**config.mk**
```make
export PLATFORM = sky130hd
export DESIGN_NAME = glyph_row_seq
export DESIGN_NICKNAME = d
export VERILOG_FILES = /design/src/rtl/glyph_pkg.sv /design/src/rtl/glyph_shift8.sv /design/src/rtl/glyph_row_seq.sv
export SDC_FILE = /design/constraint.sdc
export NUM_CORES = 1
export LEC_CHECK = 0
export ABC_AREA = 1
export CAP_MARGIN = 10
export CELL_PAD_IN_SITES_DETAIL_PLACEMENT = 1
export CELL_PAD_IN_SITES_GLOBAL_PLACEMENT = 1
export CORE_MARGIN = 1.5
export CORE_UTILIZATION = 34
export CTS_CLUSTER_SIZE = 28
export DETAILED_ROUTE_END_ITERATION = 10
export GPL_TIMING_DRIVEN = 0
export PLACE_DENSITY = 0.85
export SYNTH_ARGS = -nofsm -noshare
export SYNTH_HDL_FRONTEND = slang
export SYNTH_HIERARCHICAL = 1
export SYNTH_SLANG_ARGS = --single-unit
```
**constraint.sdc**
```tcl
create_clock -name s -period 1.69 [get_ports s]
set_input_delay 0.338 -clock s [delete_from_list [all_inputs] [get_ports s]]
set_output_delay 0.338 -clock s [all_outputs]
set_load 0.01 [all_outputs]
```
**src/rtl/glyph_pkg.sv**
```systemverilog
// Shared types and constants for the glyph scanline sequencer.
package glyph_pkg;

  localparam int unsigned COLS_DEF   = 80;
  localparam int unsigned CODE_W_DEF = 6;
  localparam int unsigned COL_W      = 7;

  typedef enum logic [2:0] {
    IDLE   = 3'd0,
    FETCH  = 3'd1,
    STROBE = 3'd2,
    WAIT   = 3'd3,
    SHIFT  = 3'd4
  } state_e;

endpackage

```
**src/rtl/glyph_shift8.sv**
```systemverilog
// 8-bit parallel-load, MSB-first shift register with an accepted-pixel counter.
module glyph_shift8
  import glyph_pkg::*;
(
  input  logic       clk,
  input  logic       rst_n,
  input  logic       load,
  input  logic [7:0] load_data,
  input  logic       shift_en,
  output logic       msb,
  output logic       last
);

  logic [7:0] sr_q, sr_d;
  logic [2:0] cnt_q, cnt_d;

  // NOTE: every signal written here gets a default first, so no path infers a latch.
  always_comb begin
    sr_d  = sr_q;
    cnt_d = cnt_q;
    if (load) begin
      sr_d  = load_data;
      cnt_d = 3'd0;
    end else if (shift_en) begin
      sr_d  = {sr_q[6:0], 1'b0};
      cnt_d = cnt_q + 3'd1;
    end
  end

  // NOTE: rst_n is synchronous here: it only takes effect at a rising clock edge.
  always_ff @(posedge clk) begin
    if (!rst_n) begin
      sr_q  <= 8'd0;
      cnt_q <= 3'd0;
    end else begin
      sr_q  <= sr_d;
      cnt_q <= cnt_d;
    end
  end

  assign msb  = sr_q[7];
  assign last = (cnt_q == 3'd7);

endmodule

```
**src/rtl/glyph_row_seq.sv**
```systemverilog
// Renders one scanline: per column fetch the code, strobe the glyph lookup, shift 8 pixels.
// Optional cursor inversion is compiled in with `define GLYPH_CURSOR_EN.
module glyph_row_seq
  import glyph_pkg::*;
#(
  parameter int unsigned COLS   = COLS_DEF,
  parameter int unsigned CODE_W = CODE_W_DEF
) (
  input  logic              s,
  input  logic              rst_n,
  input  logic              line_start,
  input  logic [2:0]        glyph_row,
  output logic              txt_req,
  output logic [COL_W-1:0]  txt_addr,
  input  logic              txt_ack,
  input  logic [CODE_W-1:0] txt_code,
  output logic [CODE_W-1:0] lk_sel,
  output logic [2:0]        lk_row,
  output logic              lk_strobe,
  input  logic [7:0]        lk_data,
  output logic              pix_out,
  output logic              pix_valid,
  input  logic              pix_ready,
  output logic              line_done,
  output logic              busy
`ifdef GLYPH_CURSOR_EN
  ,
  input  logic              cursor_on,
  input  logic [COL_W-1:0]  cursor_col
`endif
);

  localparam logic [COL_W-1:0] LAST_COL = COL_W'(COLS - 1);

  state_e            state_q, state_d;
  logic [COL_W-1:0]  col_q, col_d;
  logic [2:0]        row_q, row_d;
  logic [CODE_W-1:0] sel_q, sel_d;
  logic              line_done_q, line_done_d;

  logic sh_load, sh_shift, sh_msb, sh_last;
  logic accept;
  logic cur_inv;

`ifdef GLYPH_CURSOR_EN
  logic             cursor_on_q, cursor_on_d;
  logic [COL_W-1:0] cursor_col_q, cursor_col_d;

  always_comb begin
    cursor_on_d  = cursor_on_q;
    cursor_col_d = cursor_col_q;
    if (state_q == IDLE && line_start) begin
      cursor_on_d  = cursor_on;
      cursor_col_d = cursor_col;
    end
  end

  always_ff @(posedge s) begin
    if (!rst_n) begin
      cursor_on_q  <= 1'b0;
      cursor_col_q <= '0;
    end else begin
      cursor_on_q  <= cursor_on_d;
      cursor_col_q <= cursor_col_d;
    end
  end

  assign cur_inv = cursor_on_q && (col_q == cursor_col_q);
`else
  assign cur_inv = 1'b0;
`endif

  assign accept = (state_q == SHIFT) && pix_ready;

  always_comb begin
    state_d     = state_q;
    col_d       = col_q;
    row_d       = row_q;
    sel_d       = sel_q;
    line_done_d = 1'b0;
    sh_load     = 1'b0;
    sh_shift    = 1'b0;
    unique case (state_q)
      IDLE: begin
        // line_start is only honoured here; pulses mid-line fall through untouched.
        if (line_start) begin
          row_d   = glyph_row;
          col_d   = '0;
          state_d = FETCH;
        end
      end
      FETCH: begin
        if (txt_ack) begin
          sel_d   = txt_code;
          state_d = STROBE;
        end
      end
      STROBE: state_d = WAIT;
      WAIT: begin
        sh_load = 1'b1;
        state_d = SHIFT;
      end
      SHIFT: begin
        if (accept) begin
          sh_shift = 1'b1;
          if (sh_last) begin
            if (col_q == LAST_COL) begin
              line_done_d = 1'b1;
              state_d     = IDLE;
            end else begin
              col_d   = col_q + COL_W'(1);
              state_d = FETCH;
            end
          end
        end
      end
      default: state_d = IDLE;
    endcase
  end

  // NOTE: sequential state uses <= so every flop samples pre-edge values.
  always_ff @(posedge s) begin
    if (!rst_n) begin
      state_q     <= IDLE;
      col_q       <= '0;
      row_q       <= 3'd0;
      sel_q       <= '0;
      line_done_q <= 1'b0;
    end else begin
      state_q     <= state_d;
      col_q       <= col_d;
      row_q       <= row_d;
      sel_q       <= sel_d;
      line_done_q <= line_done_d;
    end
  end

  glyph_shift8 u_shift (
    .clk       (s),
    .rst_n     (rst_n),
    .load      (sh_load),
    .load_data (lk_data),
    .shift_en  (sh_shift),
    .msb       (sh_msb),
    .last      (sh_last)
  );

  assign txt_req   = (state_q == FETCH);
  assign txt_addr  = txt_req ? col_q : '0;
  assign lk_sel    = sel_q;
  assign lk_row    = row_q;
  assign lk_strobe = (state_q == STROBE);
  assign pix_valid = (state_q == SHIFT);
  assign pix_out   = pix_valid && (sh_msb ^ cur_inv);
  assign line_done = line_done_q;
  assign busy      = (state_q != IDLE);

endmodule
```
==> flow_summary.toml, run 1 <==
[power_and_ir_drop]
irDropWorstVdd_uv = 548
leakagePower_nw = 1.07
p_int_mw = 1.49
power_density_nw_per_um2 = 874
power_frac_seq_pct = 39.4
p_clk_share_pct = 36.8
p_sw_mw = 0.573
pwr-share-comb_pct = 23.8
p_sw_share_pct = 27.8

[synthesis]
syn_nets = 261
synth.area.mux_share_pct = 0
synth_fa_ha_area_share_pct = 2.24
syn_inst = 236
yosysUniqueCellTypes = 31
synth_area_sq_um = 1670
synth_compound_area_share_pct = 9.12
avgSynthCellArea_sq_um = 7.09
ys_ff_latch = 31
synth_seq_area_share_pct = 37.1
yosysWarningCount = 6
synth_top_family_by_area = "simple AND/OR/NAND/NOR gates"
synth_xor_area_share_pct = 0.524
synth-simple-area-share_pct = 39.7

[finish]
multi_input_area_sq_um = 873
finish.utilization_pct = 49.9
stdcell_count = 361
fillers = 596
insertedDiodeCount = 0
nets = 318
final_cell_mix = "56 x nand2_1, 31 x clkdlybuf4s50_1, 27 x inv_1, 27 x nand3_1, 26 x dfxtp_1"
layout_commonest_cell = "nand2_1"
area_delta_synth_final_pct = 40.8
drive_above_1_share_pct = 21.4
regArea_sq_um = 632

[die]
ios = 44
std_cell_rows = 25
fp.dieArea_sq_um = 5350
die_y_microns = 73.1
core_area_sq_um = 4720
start_util_pct = 35.4
die_w_microns = 73.1

[global_routing]
antenna_found_initial = 0
grt_pass1_vias = 1651
grt_use_total_pct = 18.0
grt_max_degree = 11
grt-ovfl-total = 0
grt_first_pass_wirelength_microns = 7370

[cts]
numCtsBuffers = 5
insertion_delay_ns = 0.28
h-tree-depth = 2
cts_tree = "yes"
cts_buffer_depth = 2
cts_root_buffer = "clkbuf_8"
clock_sinks = 31
clk_pin_slew_ns = 0.06

[routing]
dr.pass1.iters = 4
route.detailed.drc = 0
drt-total-wl_microns = 4520
num_vias = 1657
vias_per_cell = 4.59
routedWlPerCell_microns = 12.5
ant_nets = 0
drtIter0Drc = 92

[critical_path]
cp_slowest_cell = "dfxtp_4"
reg2reg_depth = 10
start_kind = "flop"
worstPathMaxFanout = 4
crit_required_ns = 1.35
critical_path.cell_chain = "inv_2 > nor2_4 > nand2_4 > buf_6 > nor2_4 > buf_2"
crit_top_cell = "nor2_4"
r2r_slack_ns = 0.16
critPathKind = "flop to primary output"
cp-end-kind = "primary output"
cpPeakStageDelay_ns = 0.38
cp_data_arrival_time_ns = 1.30
rr_endpoint = "u_shift/sr_q[3]"
r2r-start = "state_q[0]"

[sta]
finalSetupTns_ns = 0
fmax_ghz = 0.611
slew_viol_final = 0
hold_violations = 0
finClkSkew_ns = 0.00245
period_needed_ns = 1.64
slew_headroom_pct = 76.2
setup_viol = 0
whs_ns = 0.449
period_share_pct = 96.8
worst_slew_pin_slew_ns = 0.356

[worst_hold_path]
hold_path_class = "flop to flop"
worstHoldStart = "lk_row[0]"
holdPathEnd = "lk_row[0]"
whs_path_depth = 2

[run_status]
outcome = "finished clean"

[placement]
dpl.cell_count = 346
hpwl_microns = 3120
gp_congestion = 0.787
io_buffers = 43

[job]
cap_violations = 0
==> critical path, delay by kind of cell, from the launching register on <==
kind	cells	cell delay, ns
flip-flops	1	0.38
AND/OR/NAND/NOR	3	0.29
buffers and inverters	3	0.35
==> repair_timing <==
| action | CTS | global route |
|---|---|---|
| setup buffers | 5 | 2 |
| setup endpoints to repair | 12 | 11 |
| resized for setup | 38 | 8 |
| pin swaps | 2 | 2 |
| hold buffers | 0 | 0 |
==> metal layers <==
metal	track usage, %	vias to the layer above	share of wire (%)
met5	0	-	0
met4	9.01	0	2.2
met3	4.56	9	3.7
met2	30.4	33	48
met1	20.9	757	46
li1	-	858	-
==> worst max-delay path by stage <==
| stage | from | endpoint | cells after the start |
|---|---|---|---|
| floorplan | state_q[0] | u_shift/sr_q[5] | 8 |
| global placement | state_q[0] | txt_addr[6] | 5 |
| detailed placement | state_q[0] | txt_addr[0] | 5 |
| CTS | state_q[0] | txt_addr[4] | 6 |
| global route | state_q[0] | txt_addr[4] | 6 |
| finish | state_q[0] | txt_addr[0] | 6 |
==> through the flow <==
step                      total power [mW]  worst slack, ns  area [sq um]
final                                 2.06           0.0538          2350
after global routing                  2.17          -0.0111          2350
after CTS                             2.06          0.00472          2320
after detailed placement              1.26          -0.0987          2190
after global placement                1.25          -0.0813          2190
after floorplan                       1.07            0.363          1670
==> registers in the layout, indices dropped and copies added (netlist names) <==
name and count:
line_done 1, col_q 7, u_shift/cnt_q 3, state_q 3, lk_sel 6, u_shift/sr_q 8, lk_row 3
==> final cells by class <==
| cell class | count | area share [%] |
|---|---|---|
| buffer | 5 | 1.91 |
| clock buffer | 6 | 3.51 |
| clock inverter | 2 | 1.49 |
| inverter | 36 | 6.11 |
| multi-input combinational | 164 | 37.1 |
| sequential | 31 | 26.8 |
| tap | 67 | 3.56 |
| timing repair buffer | 50 | 19.5 |
==> power by group through the flow <==
| stage | clock [mW] | combinational, mW | sequential (mW) |
|---|---|---|---|
| after CTS | 0.777 | 0.469 | 0.811 |
| after global routing | 0.816 | 0.537 | 0.816 |
| after detailed placement | 0 | 0.431 | 0.825 |
| final | 0.758 | 0.489 | 0.811 |
| after global placement | 0 | 0.424 | 0.824 |
| after floorplan | 0 | 0.241 | 0.831 |
==> synth_stat cells, drive strengths merged <==
| cell | number | area share (%) |
|---|---|---|
| nand2 | 60 | 15 |
| nor2 | 37 | 12 |
| inv | 35 | 8.3 |
| dfxtp | 31 | 37 |
| nand3 | 30 | 10 |
| a21oi | 14 | 4.6 |
| o21ai | 10 | 3.0 |
| buf | 4 | 1.9 |
| nand4 | 4 | 1.5 |
| ha | 3 | 2.2 |
| a31oi | 1 | 0.37 |
| clkbuf | 1 | 0.82 |
| clkinv | 1 | 0.30 |
| nand3b | 1 | 0.45 |
| nor3 | 1 | 0.30 |
| nor3b | 1 | 0.45 |
| o21bai | 1 | 1.1 |
| xnor2 | 1 | 0.52 |
==> cell families after synthesis <==
logic type / count (synthesis)
AND/OR/NAND/NOR: 134
buffers and inverters: 41
flip-flops: 31
AO/OA/AOI/OAI: 26
adder cells (fa/ha/maj): 3
XOR/XNOR: 1
Note: power is estimated with default switching activity, not from simulation.
==> run 2, diff against run 1 <==
--- a/config.mk
+++ b/config.mk
@@ -9,12 +9,13 @@
 export CAP_MARGIN = 10
 export CELL_PAD_IN_SITES_DETAIL_PLACEMENT = 1
 export CELL_PAD_IN_SITES_GLOBAL_PLACEMENT = 1
-export CORE_MARGIN = 1.5
+export CORE_MARGIN = 10
 export CORE_UTILIZATION = 34
 export CTS_CLUSTER_SIZE = 28
 export DETAILED_ROUTE_END_ITERATION = 10
 export GPL_TIMING_DRIVEN = 0
 export PLACE_DENSITY = 0.85
+export RECOVER_POWER = 25
 export SYNTH_ARGS = -nofsm -noshare
 export SYNTH_HDL_FRONTEND = slang
 export SYNTH_HIERARCHICAL = 1
==> flow_summary.toml, run 2 (synthesis gave the netlist of run 1 again) <==
[finish]
final_cell_mix = "56 x nand2_1, 30 x clkdlybuf4s50_1, 27 x inv_1, 27 x nand3_1, 27 x dfxtp_1"
area_delta_synth_final_pct = 37.8
insertedDiodeCount = 0
largest_reg_flops = 8
regMostFlops = "u_shift/sr_q"
nets = 317
fillers = 632
multi_input_area_sq_um = 873
drive_above_1_share_pct = 20.8
layout_commonest_cell = "nand2_1"
regArea_sq_um = 628

[power_and_ir_drop]
power_frac_seq_pct = 43.7
p_sw_share_pct = 30.6
pwr-share-comb_pct = 25.9
power_density_nw_per_um2 = 806
irDropWorstVdd_uv = 619
leakagePower_nw = 1.02
p_sw_mw = 0.569
p_int_mw = 1.29
p_clk_share_pct = 30.4

[critical_path]
r2r_slack_ns = 0.13
cp-end-kind = "primary output"
worstPathMaxFanout = 4
start_kind = "flop"
critPathCapture = "txt_addr[2]"
cp_data_arrival_time_ns = 1.30
crit_path_start = "state_q[0]"
reg2reg_depth = 9
r2r-start = "state_q[0]"
crit_required_ns = 1.35
critPathKind = "flop to primary output"
rr_endpoint = "u_shift/sr_q[6]"

[sta]
worst_slew_pin_slew_ns = 0.418
whs_ns = 0.458
finClkSkew_ns = 0.00926
rsz0062_at_grt = "true"
slew_viol_final = 0
fmax_ghz = 0.611
period_share_pct = 96.9
period_needed_ns = 1.64
finalSetupTns_ns = 0
setup_viol = 0
slew_headroom_pct = 72.1
hold_violations = 0

[cts]
clk_pin_slew_ns = 0.07
cts_buffer_depth = 2
clock_sinks = 31
numCtsBuffers = 5
cts_tree = "yes"
insertion_delay_ns = 0.29
h-tree-depth = 2
cts_root_buffer = "clkbuf_8"

[worst_hold_path]
hold_path_class = "flop to flop"
whs_path_depth = 2

[routing]
route.detailed.drc = 0
drtIter0Drc = 81
num_vias = 1678
dr.pass1.iters = 4
dr.max_layer_used = "met4"
wl_met2_microns = 2580
ant_nets = 0
drt-met1-wl_microns = 2100
drt-total-wl_microns = 5020
vias_per_cell = 4.66
routedWlPerCell_microns = 14.0
met3_length_microns = 214

[die]
fp.dieArea_sq_um = 8130
std_cell_rows = 25
die_y_microns = 90.1
ios = 44
start_util_pct = 35.2
core_area_sq_um = 4750
die_w_microns = 90.1

[job]
cap_violations = 0

[global_routing]
grt_pass1_vias = 1885
grt_first_pass_wirelength_microns = 8490
grt-ovfl-total = 0
grt_use_total_pct = 12.4
antenna_found_initial = 0
grt_max_degree = 11

[placement]
gp_congestion = 0.764
hpwl_microns = 3610
io_buffers = 43

[run_status]
outcome = "finished clean"
run 2: routing by layer:
layer  up-vias  GRT usage (%)
met5         -              0
met4         0           4.51
met3        10           3.57
met2        31           23.0
met1       776           12.8
li1        861              -
run 2: cell type report:
cell class | instances | share of cell area, %
multi-input combinational | 164 | 37.9
sequential | 31 | 27.3
timing repair buffer | 49 | 19.5
inverter | 36 | 6.24
tap | 67 | 3.64
clock buffer | 7 | 3.31
buffer | 5 | 1.90
clock inverter | 1 | 0.217
run 2: worst min path at each step:
stage,from,to,slack [ns]
floorplan,u_shift/sr_q[0],u_shift/sr_q[0],0.44
global route,lk_row[2],lk_row[2],0.49
global placement,lk_row[0],lk_row[0],0.43
detailed placement,lk_row[2],lk_row[2],0.44
CTS,lk_row[2],lk_row[2],0.46
finish,lk_row[0],lk_row[0],0.46
run 2: metrics by stage:
step / instance area, sq um / util (%) / std cells / worst slack [ns] / total power, mW
global placement: 2190 / 46.0 / 346 / -0.0933 / 1.25
detailed placement: 2190 / 46.0 / 346 / -0.112 / 1.26
floorplan: 1670 / - / 236 / 0.363 / 1.07
global route: 2300 / 48.5 / 360 / -0.0253 / 1.97
CTS: 2270 / 47.8 / 359 / 0.00530 / 1.85
finish: 2300 / 48.5 / 360 / 0.0525 / 1.86
run 2: worst max-delay path, cell delays in order, from the launching register on:
cell	delay (ns)
dfxtp_4	0.37
inv_2	0.05
nor2_4	0.13
nand2_4	0.09
buf_4	0.15
nor2_1	0.08
buf_2	0.14
run 2: timing repair:
action	4_1_cts	5_1_grt
resized for setup	34	14
endpoints found under the setup margin	12	13
pin swaps	2	2
hold buffers	0	0
setup buffers	5	1
run 2: power groups by stage:
stage | combinational [mW] | sequential, mW | clock [mW]
floorplan | 0.241 | 0.831 | 0
global placement | 0.429 | 0.823 | 0
detailed placement | 0.436 | 0.826 | 0
CTS | 0.465 | 0.812 | 0.574
global route | 0.535 | 0.816 | 0.617
finish | 0.481 | 0.812 | 0.566
==> run 3, diff against run 2 <==
--- a/config.mk
+++ b/config.mk
@@ -14,8 +14,9 @@
 export CTS_CLUSTER_SIZE = 28
 export DETAILED_ROUTE_END_ITERATION = 10
 export GPL_TIMING_DRIVEN = 0
-export PLACE_DENSITY = 0.85
+export PLACE_DENSITY = 0.9
 export RECOVER_POWER = 25
+export SKIP_LAST_GASP = 1
 export SYNTH_ARGS = -nofsm -noshare
 export SYNTH_HDL_FRONTEND = slang
 export SYNTH_HIERARCHICAL = 1
==> flow_summary.toml, run 3 (synthesis gave the netlist of run 1 again) <==
[sta]
setup_slack_ns = 0.0535
setup_viol = 0
rsz0062_at_grt = "false"
slew_headroom_pct = 74.2
finClkSkew_ns = 0.00585
worst_slew_pin_slew_ns = 0.386
period_needed_ns = 1.64
hold_violations = 0
period_share_pct = 96.8
fmax_ghz = 0.611
slew_viol_final = 0

[critical_path]
crit_required_ns = 1.35
rr_endpoint = "lk_sel[4]"
r2r-start = "state_q[0]"
worstPathMaxFanout = 7
reg2reg_depth = 8
start_kind = "flop"
cp-end-kind = "primary output"
critPathKind = "flop to primary output"
cp_data_arrival_time_ns = 1.30
r2r_slack_ns = 0.14

[cts]
hold_buffers = 0
h-tree-depth = 2
numCtsBuffers = 5
cts_buffer_depth = 2
insertion_delay_ns = 0.29
cts_root_buffer = "clkbuf_8"
clk_pin_slew_ns = 0.06
clock_sinks = 31
cts_tree = "yes"

[die]
die_w_microns = 90.1
core_area_sq_um = 4750
std_cell_rows = 25
ios = 44
fp.dieArea_sq_um = 8130
start_util_pct = 35.2
die_y_microns = 90.1

[placement]
gp_congestion = 0.772
io_buffers = 43
dpl_worst_slack_ns = -0.101
hpwl_microns = 3760
place_area_sq_um = 2190

[routing]
drtIter0Drc = 80
route.detailed.drc = 0
num_vias = 1678
dr.pass1.iters = 4
ant_nets = 0
drt-total-wl_microns = 5220
routedWlPerCell_microns = 14.6
vias_per_cell = 4.69

[finish]
layout_commonest_cell = "nand2_1"
area_delta_synth_final_pct = 34.1
fillers = 636
largest_reg_flops = 8
final_cell_mix = "56 x nand2_1, 31 x clkdlybuf4s50_1, 28 x inv_1"
nets = 315
regMostFlops = "u_shift/sr_q"
drive_above_1_share_pct = 19.6
finalInstanceArea_sq_um = 2240
insertedDiodeCount = 0

[power_and_ir_drop]
pwr-share-comb_pct = 24.7
power_density_nw_per_um2 = 816
p_sw_share_pct = 31.5
p_int_mw = 1.25
p_clk_share_pct = 30.9
irDropWorstVdd_uv = 665
power_frac_seq_pct = 44.4
p_sw_mw = 0.577
leakagePower_nw = 1.01

[run_status]
outcome = "finished clean"

[global_routing]
grt-ovfl-total = 0
grt_use_total_pct = 13.1
grt_pass1_vias = 1794
grt_max_degree = 11
grt_first_pass_wirelength_microns = 8830
antenna_found_initial = 0

[job]
cap_violations = 0

[worst_hold_path]
holdPathEnd = "lk_row[0]"
whs_path_depth = 2
hold_path_class = "flop to flop"
worstHoldStart = "lk_row[0]"
==> run 3: cell types whose count changed in the layout (fill, tap and decap cells not counted), moves of 2 or more <==
cell | before | now
buf_2 | 6 | 8
clkbuf_1 | 3 | 1
o21ai_1 | 1 | 6
clkinv_2 | 2 | 4
clkdlybuf4s15_1 | 3 | 0
buf_4 | 5 | 3
dlygate4sd2_1 | 1 | 3
o21ai_0 | 9 | 4
nor2_1 | 24 | 27
==> run 3: power by group through the flow <==
stage | Combinational [mW] | Sequential (mW) | Clock (mW)
2_1_floorplan | 0.241 | 0.831 | 0
3_3_place_gp | 0.428 | 0.822 | 0
3_5_place_dp | 0.438 | 0.825 | 0
4_1_cts | 0.458 | 0.811 | 0.588
5_1_grt | 0.496 | 0.818 | 0.627
6_report | 0.453 | 0.812 | 0.566
==> run 3: final cells by class <==
type / count / area (sq um) / share of cell area [%]
Timing Repair Buffer: 46 / 400 / 17.8
Clock inverter: 3 / 15.0 / 0.669
Inverter: 36 / 144 / 6.41
Tap cell: 67 / 83.8 / 3.74
Clock buffer: 5 / 68.8 / 3.07
Sequential cell: 31 / 631 / 28.1
Buffer: 5 / 45.0 / 2.01
Multi-Input combinational cell: 165 / 856 / 38.1
==> run 3: repair_timing <==
action,in CTS,in global routing
buffers inserted,2,1
hold endpoints to repair,0,0
endpoints found under the setup margin,12,12
pin swaps,4,2
gates cloned,1,0
resized for setup,38,6
==> run 3: worst max-delay path by stage <==
stage,from,endpoint,cells after the start
2_1_floorplan,state_q[0],u_shift/sr_q[5],8
3_3_place_gp,state_q[0],txt_addr[4],5
3_5_place_dp,state_q[0],txt_addr[1],5
4_1_cts,state_q[0],txt_addr[1],5
5_1_grt,state_q[1],pix_valid,4
6_report,state_q[1],pix_valid,4
==> run 3: metal layers <==
layer / vias to the layer above / routed length (microns) / track usage [%]
met1: 785 / 2260 / 14.7
met4: 0 / 86 / 5.17
met3: 7 / 193 / 3.57
met5: - / 0 / 0
li1: 858 / - / -
met2: 28 / 2680 / 22.9
==> run 3: critical path, stage by stage, from the launching register on <==
cell and delay (ns):
dfxtp_4 0.37, nor2_8 0.14, nand2_4 0.10, clkinv_2 0.12, dlygate4sd2_1 0.28
==> run 3: through the flow <==
| step | utilization, % | power (mW) | std cells | hold WS (ns) | setup TNS, ns |
|---|---|---|---|---|---|
| 3_5_place_dp | 46.0 | 1.26 | 346 | 0.439 | -1.07 |
| 2_1_floorplan | - | 1.07 | 236 | 0.436 | 0 |
| 6_report | 47.2 | 1.83 | 358 | 0.447 | 0 |
| 4_1_cts | 47.6 | 1.86 | 357 | 0.449 | -0.0692 |
| 3_3_place_gp | 46.0 | 1.25 | 346 | 0.432 | -0.630 |
| 5_1_grt | 47.2 | 1.94 | 358 | 0.476 | 0 |
